==> src/rtl/twos_to_signmag_serial.sv <==
// Bit-serial two's-complement to sign-magnitude converter, LSB first, one bit per clock.
// Uses copy-until-first-one-then-invert; valid/ready handshake on input and output.
module twos_to_signmag_serial #(
  parameter int WIDTH = 4
) (
  input  logic             clk,
  input  logic             rst_n,
  input  logic             in_valid,
  output logic             in_ready,
  input  logic [WIDTH-1:0] in_data,
  output logic             out_valid,
  input  logic             out_ready,
  output logic             out_sign,
  output logic [WIDTH-2:0] out_mag,
  output logic             out_ovf,
  output logic             busy,
  output logic [1:0]       dbg_state
);

  // Handshake: a word transfers on a rising edge where valid and ready are
  // both high; valid holds with stable data until that edge, ready never
  // waits on valid.

  localparam int CNT_W = (WIDTH > 2) ? $clog2(WIDTH) : 1;

  typedef enum logic [1:0] {
    IDLE  = 2'd0,
    SHIFT = 2'd1,
    HOLD  = 2'd2
  } state_t;

  state_t           state;
  logic [WIDTH-1:0] shift_reg;
  logic [WIDTH-1:0] result;
  logic [CNT_W-1:0] cnt;
  logic             seen_one;
  logic             sign;

  logic             out_bit;
  logic [WIDTH-1:0] result_next;

  // Negative words copy bits up to and including the first one, then invert.
  always_comb begin
    out_bit     = shift_reg[0];
    if (sign && seen_one) out_bit = ~shift_reg[0];
    result_next = {out_bit, result[WIDTH-1:1]};
  end

  assign dbg_state = state;

  always_ff @(posedge clk or negedge rst_n) begin
    if (!rst_n) begin
      state     <= IDLE;
      shift_reg <= '0;
      result    <= '0;
      cnt       <= '0;
      seen_one  <= 1'b0;
      sign      <= 1'b0;
      in_ready  <= 1'b1;
      out_valid <= 1'b0;
      out_sign  <= 1'b0;
      out_mag   <= '0;
      out_ovf   <= 1'b0;
      busy      <= 1'b0;
    end else begin
      case (state)
        IDLE: begin
          if (in_valid) begin
            shift_reg <= in_data;
            sign      <= in_data[WIDTH-1];
            cnt       <= '0;
            seen_one  <= 1'b0;
            result    <= '0;
            in_ready  <= 1'b0;
            busy      <= 1'b1;
            state     <= SHIFT;
          end
        end
        SHIFT: begin
          shift_reg <= {1'b0, shift_reg[WIDTH-1:1]};
          result    <= result_next;
          seen_one  <= seen_one | shift_reg[0];
          cnt       <= cnt + 1'b1;
          if (cnt == CNT_W'(WIDTH-1)) begin
            // Output registers load from the final shifted result.
            out_valid <= 1'b1;
            out_sign  <= sign;
            out_mag   <= result_next[WIDTH-2:0];
            out_ovf   <= result_next[WIDTH-1];
            state     <= HOLD;
          end
        end
        HOLD: begin
          if (out_ready) begin
            out_valid <= 1'b0;
            busy      <= 1'b0;
            in_ready  <= 1'b1;
            state     <= IDLE;
          end
        end
        default: begin
          state    <= IDLE;
          in_ready <= 1'b1;
          busy     <= 1'b0;
        end
      endcase
    end
  end

endmodule
==> config.mk <==
export PLATFORM = sky130hd
export DESIGN_NAME = twos_to_signmag_serial
export DESIGN_NICKNAME = d
export VERILOG_FILES = /design/src/rtl/twos_to_signmag_serial.sv
export SDC_FILE = /design/constraint.sdc
export NUM_CORES = 1
export LEC_CHECK = 0
export ABC_AREA = 1
export BUFFER_PORTS_ARGS = -buffer_cell sky130_fd_sc_hd__clkbuf_2
export CORE_MARGIN = 1
export CORE_UTILIZATION = 50
export CTS_BUF_LIST = sky130_fd_sc_hd__clkbuf_4 sky130_fd_sc_hd__clkbuf_8 sky130_fd_sc_hd__clkbuf_16
export CTS_CLUSTER_DIAMETER = 30
export DETAILED_ROUTE_END_ITERATION = 16
export PLACE_DENSITY_LB_ADDON = 0.08
export SLEW_MARGIN = 5
export SYNTH_ARGS = -nofsm -noshare
export SYNTH_HDL_FRONTEND = slang
export SYNTH_SLANG_ARGS = --single-unit
==> constraint.sdc <==
create_clock -name clk -period 1.6 [get_ports clk]
set_input_delay 0 -clock clk [delete_from_list [all_inputs] [get_ports clk]]
set_output_delay 0 -clock clk [all_outputs]
set_load 0.005 [all_outputs]
=== Word level (Yosys, flattened, before mapping) ===
Index checks and enable logic that the tools add are counted.

* Register bits after elaboration: 22
* Input bits: 8
* Word-level logic and storage cells: 52

* Add/sub/neg operators: 1
* Equality and inequality tests: 6
* Mux-type cells: 20
* Bitwise gates (word level): 3
* Reductions and logical operators: 10

{| class="wikitable"
|+ Operator list
! cell !! number
|-
| $pmux 4 s2 || 2
|-
| $reduce_and 3->1 || 3
|-
| $mux 2 || 4
|-
| $mux 4 || 2
|-
| $mux 1 || 6
|-
| $ne 2x2->1 const B || 3
|-
| $pmux 1 s3 || 2
|-
| $pmux 2 s3 || 1
|-
| $reduce_and 2->1 || 3
|-
| $eq 2x2->1 const B || 2
|-
| $pmux 1 s2 || 2
|-
| $pmux 2 s2 || 1
|-
| $reduce_bool 2->1 || 2
|-
| $add 2x1->2 const B || 1
|-
| $eq 2x1->1 const B || 1
|-
| $logic_not 2->1 || 1
|-
| $not 1->1 || 2
|-
| $logic_and 1x1->1 || 1
|-
| $or 1x1->1 || 1
|}

=== Longest topological paths before layout ===
* Depth in word-level cells: 3
* Mapped depth: 6
* Gate-level depth less buffers: 6

=== Worst setup path before layout ===
Ideal clock, no wire load.

* Kind: flip-flop to flip-flop
* Start: register state[0], in the netlist dbg_state[0]
* End: register shift_reg[0]
* Arrival time: 0.929 ns
* Slack: 0.555 ns
* Stages on the path, launching flop included: 6
* Buffers on the path: 1
* Clock period less this slack: 1.045 ns
* Cell sequence: dfrtp_1 -> buf_6 -> o21ai_4 -> inv_4 -> nand2_1 -> nand2_1

* Longest elaborated chain between the ends: 3
* Elaborated cells on any way between the ends: 6
* Those cells by class: 2 x eq/ne; 1 x mux; 3 x reduce/logical

{| class="wikitable"
|+ Ends and longest elaborated chain
! element !! RTL line !! text
|-
| from (decl) || 32 || <nowiki>state_t state;</nowiki>
|-
| from (signal assigned) || 53 || <nowiki>state <= IDLE;</nowiki>
|-
| from (signal assigned) || 76 || <nowiki>state <= SHIFT;</nowiki>
|-
| from (signal assigned) || 90 || <nowiki>state <= HOLD;</nowiki>
|-
| $eq 2x1->1 / $logic_not 2->1 (equally long branches) || 66 || <nowiki>case (state)</nowiki>
|-
| $reduce_bool 2->1 (no line) / $ne 2x2->1 (equally long branches) || -- ||
|-
| $reduce_and 2->1 (no line) || -- ||
|-
| to (signal assigned) || 69 || <nowiki>shift_reg <= in_data;</nowiki>
|-
| to (signal assigned) || 80 || <nowiki>shift_reg <= {1'b0, shift_reg[WIDTH-1:1]};</nowiki>
|-
| to (decl) || 33 || <nowiki>logic [WIDTH-1:0] shift_reg;</nowiki>
|}

Several ways; a longest one is shown, not always the timed one.
A chain may end at the register's enable or synchronous reset.

=== Worst setup path in the final report ===
* Start: register state[0], in the netlist dbg_state[0]
* End: register shift_reg[3]

The elaborated chain is that of the path after synthesis.

==> impl_metrics.py <==
metrics = {
    "status": {
        "status": "completed",
    },
    "synthesis": {
        "synth_area_per_cell_um2": 9.25,
        "synth_seq_cells": 21,
        "synthesis.area_um2": 943,
        "netlist_instances": 102,
        "syn_nets": 111,
        "yosysWarnings": 0,
        "ys_types": 17,
        "seq_area_frac_synth_pct": 55.8,
    },
    "global_routing": {
        "antenna_found_initial": 0,
        "grt_max_degree": 22,
        "grt_pass1_wl_mm": 2.68,
        "grt_use_total_pct": 19.0,
        "overflow": 0,
        "grt_pass1_vias": 619,
    },
    "sta": {
        "rsz0062_at_grt": "no",
        "period_needed_ns": 1.25,
        "maxSlewHeadroom_pct": 66.6,
        "hold_viol": 0,
        "whs_ns": 0.0688,
        "clock.fmax_ghz": 0.800,
        "maxSlewViolCount": 0,
        "fin_skew_ns": 0.00516,
        "worst_slew_pin_slew_ns": 0.501,
        "period_share_pct": 78.1,
        "setup_violations": 0,
        "setup-tns-final_ns": 0,
    },
    "place": {
        "dp_hpwl_mm": 1.17,
        "portBuffers": 17,
        "gp_congestion": 0.760,
    },
    "route": {
        "drt-initial-drc-count": 25,
        "vias_per_cell": 4.64,
        "vias": 710,
        "drcViolationCount": 0,
        "detail_route.wl_per_cell_um": 10.8,
        "final_antenna_net_count": 0,
        "drt_pass1_iterations": 4,
        "wl_mm": 1.65,
    },
    "floorplan": {
        "die_h_um": 45.4,
        "initial_core_util_pct": 54.1,
        "io_pins": 18,
        "rows": 15,
        "die-width_um": 45.4,
        "core_um2": 1750,
        "design.die.area_um2": 2060,
    },
    "cells_and_area": {
        "drive_gt1_share_pct": 25.0,
        "nets": 138,
        "final_common_cell": "nand2_1",
        "largest_register_ffs": 4,
        "final_cell_mix": "nand2_1, dfrtp_1, clkbuf_2",
        "area_growth_pct": 20.7,
        "nFillCells": 161,
        "n_antenna_cell": 0,
    },
    "worst_setup_path": {
        "rrSetupSlack_ns": 0.35,
        "path_cells": "inv_2 -> nand3_1 -> inv_1 -> nand2_1 -> nand2_1",
        "startpoint_type": "register",
        "critPathMaxStageDelay_ns": 0.66,
        "required_ns": 1.79,
        "crit_path_max_fanout": 9,
        "criticalPathCategory": "reg2reg",
        "crit_buf_inv": 2,
        "r2r_start": "dbg_state[0]",
        "path_delay_family": "flip-flops",
        "cp.arrival_ns": 1.44,
        "reg2regPathDepth": 5,
        "r2r_end": "shift_reg[3]",
        "worst_path_most_repeated_cell": "nand2_1",
        "worstSetupEndpointType": "register",
        "slowest_stage": "dfrtp_1",
    },
    "power": {
        "ir_drop_mv": 0.912,
        "power_density_nw_per_um2": 1840,
        "p_leak_nw": 0.614,
    },
    "worst_hold_path": {
        "min_to": "busy",
        "min_from": "in_valid",
        "holdPathStages": 3,
        "min_path_type": "in2reg",
    },
    "clock_tree": {
        "cts-htree-levels": 1,
        "cts.sinks": 21,
        "tritoncts": "yes",
        "post-cts-setup-buffers": 0,
        "cts_root_buffer": "clkbuf_4",
        "path_clk_slew_ns": 0.11,
        "cts_inserted_buffers": 3,
        "clock_path_buffers": 2,
        "clock_latency_ns": 0.30,
    },
    "job": {
        "drv_cap": 0,
    },
}
## how the worst max path moves through the flow
| stage | start | end | depth (start not counted) |
|---|---|---|---|
| 2_1_floorplan | dbg_state[0] | shift_reg[0] | 5 |
| 3_3_place_gp | dbg_state[0] | shift_reg[3] | 5 |
| 3_5_place_dp | dbg_state[0] | shift_reg[3] | 5 |
| 4_1_cts | dbg_state[0] | shift_reg[3] | 5 |
| 5_1_grt | dbg_state[0] | shift_reg[3] | 5 |
| 6_report | dbg_state[0] | shift_reg[3] | 5 |
## power breakdown
part	switching (mW)	internal [mW]	total [mW]
clock	0.151	0.114	0.265
sequential	0.191	0.773	0.963
combinational	0.518	0.351	0.869
total	0.860	1.24	2.10
## repair_timing
action,CTS,global route
gates resized for setup,0,0
hold endpoints to repair,28,0
hold buffers,6,0
## cells by family (layout without fill, tap and decap cells)
| logic type | Yosys count | in the layout | share of synthesized area [%] |
|---|---|---|---|
| flops | 21 | 21 | 55.8 |
| buf+inv | 10 | 36 | 5.84 |
| simple gates | 59 | 59 | 28.5 |
| compound gates | 11 | 11 | 8.49 |
| fa+ha+maj | 1 | 1 | 1.33 |
## layout make-up
cell class | count | area, µm² | share of cell area, %
flip-flops and latches | 21 | 527 | 46.3
multi-input cells | 71 | 362 | 31.8
repair buffers | 23 | 145 | 12.7
inverters | 9 | 43.8 | 3.85
well taps | 25 | 31.3 | 2.75
clock buffers | 4 | 30.0 | 2.64
## layer usage
layer,GRT usage [%],vias up,share of wire (%)
li1,-,374,-
met1,26.8,315,52
met2,28.9,19,43
met3,3.57,2,3.5
met4,7.27,0,1.2
met5,0,-,0
## stage by stage
| stage | area [µm²] | power [mW] | utilization, % | worst slack, ns | std cells |
|---|---|---|---|---|---|
| 2_1_floorplan | 943 | 1.61 | - | 0.555 | 102 |
| 3_3_place_gp | 1050 | 1.83 | 60.1 | 0.429 | 143 |
| 3_5_place_dp | 1050 | 1.85 | 60.1 | 0.384 | 143 |
| 4_1_cts | 1140 | 2.13 | 65.2 | 0.365 | 153 |
| 5_1_grt | 1140 | 2.29 | 65.2 | 0.231 | 153 |
| 6_report | 1140 | 2.10 | 65.2 | 0.351 | 153 |
## synthesized netlist by cell type
master    instances  share of area (%)
ha_1              1                1.3
nand2_8           2                4.2
o21ai_1           1               0.53
inv_1             5                2.0
o21bai_1          1               0.80
o21ai_2           3                2.8
inv_6             1               0.93
nand2_1          47                 19
o21ai_4           1                1.7
o21ai_0           5                2.7
nand3_1           9                4.8
dfrtp_1          20                 53
inv_2             1               0.40
inv_4             2                1.3
nand3b_1          1               0.80
dfstp_2           1                2.8
buf_6             1                1.2
## worst min-delay path, cell delays in order
cell and delay, ns:
clkbuf_2 0.11, nand3_1 0.16, nand2_1 0.07
(Power assumes the default switching activity.)
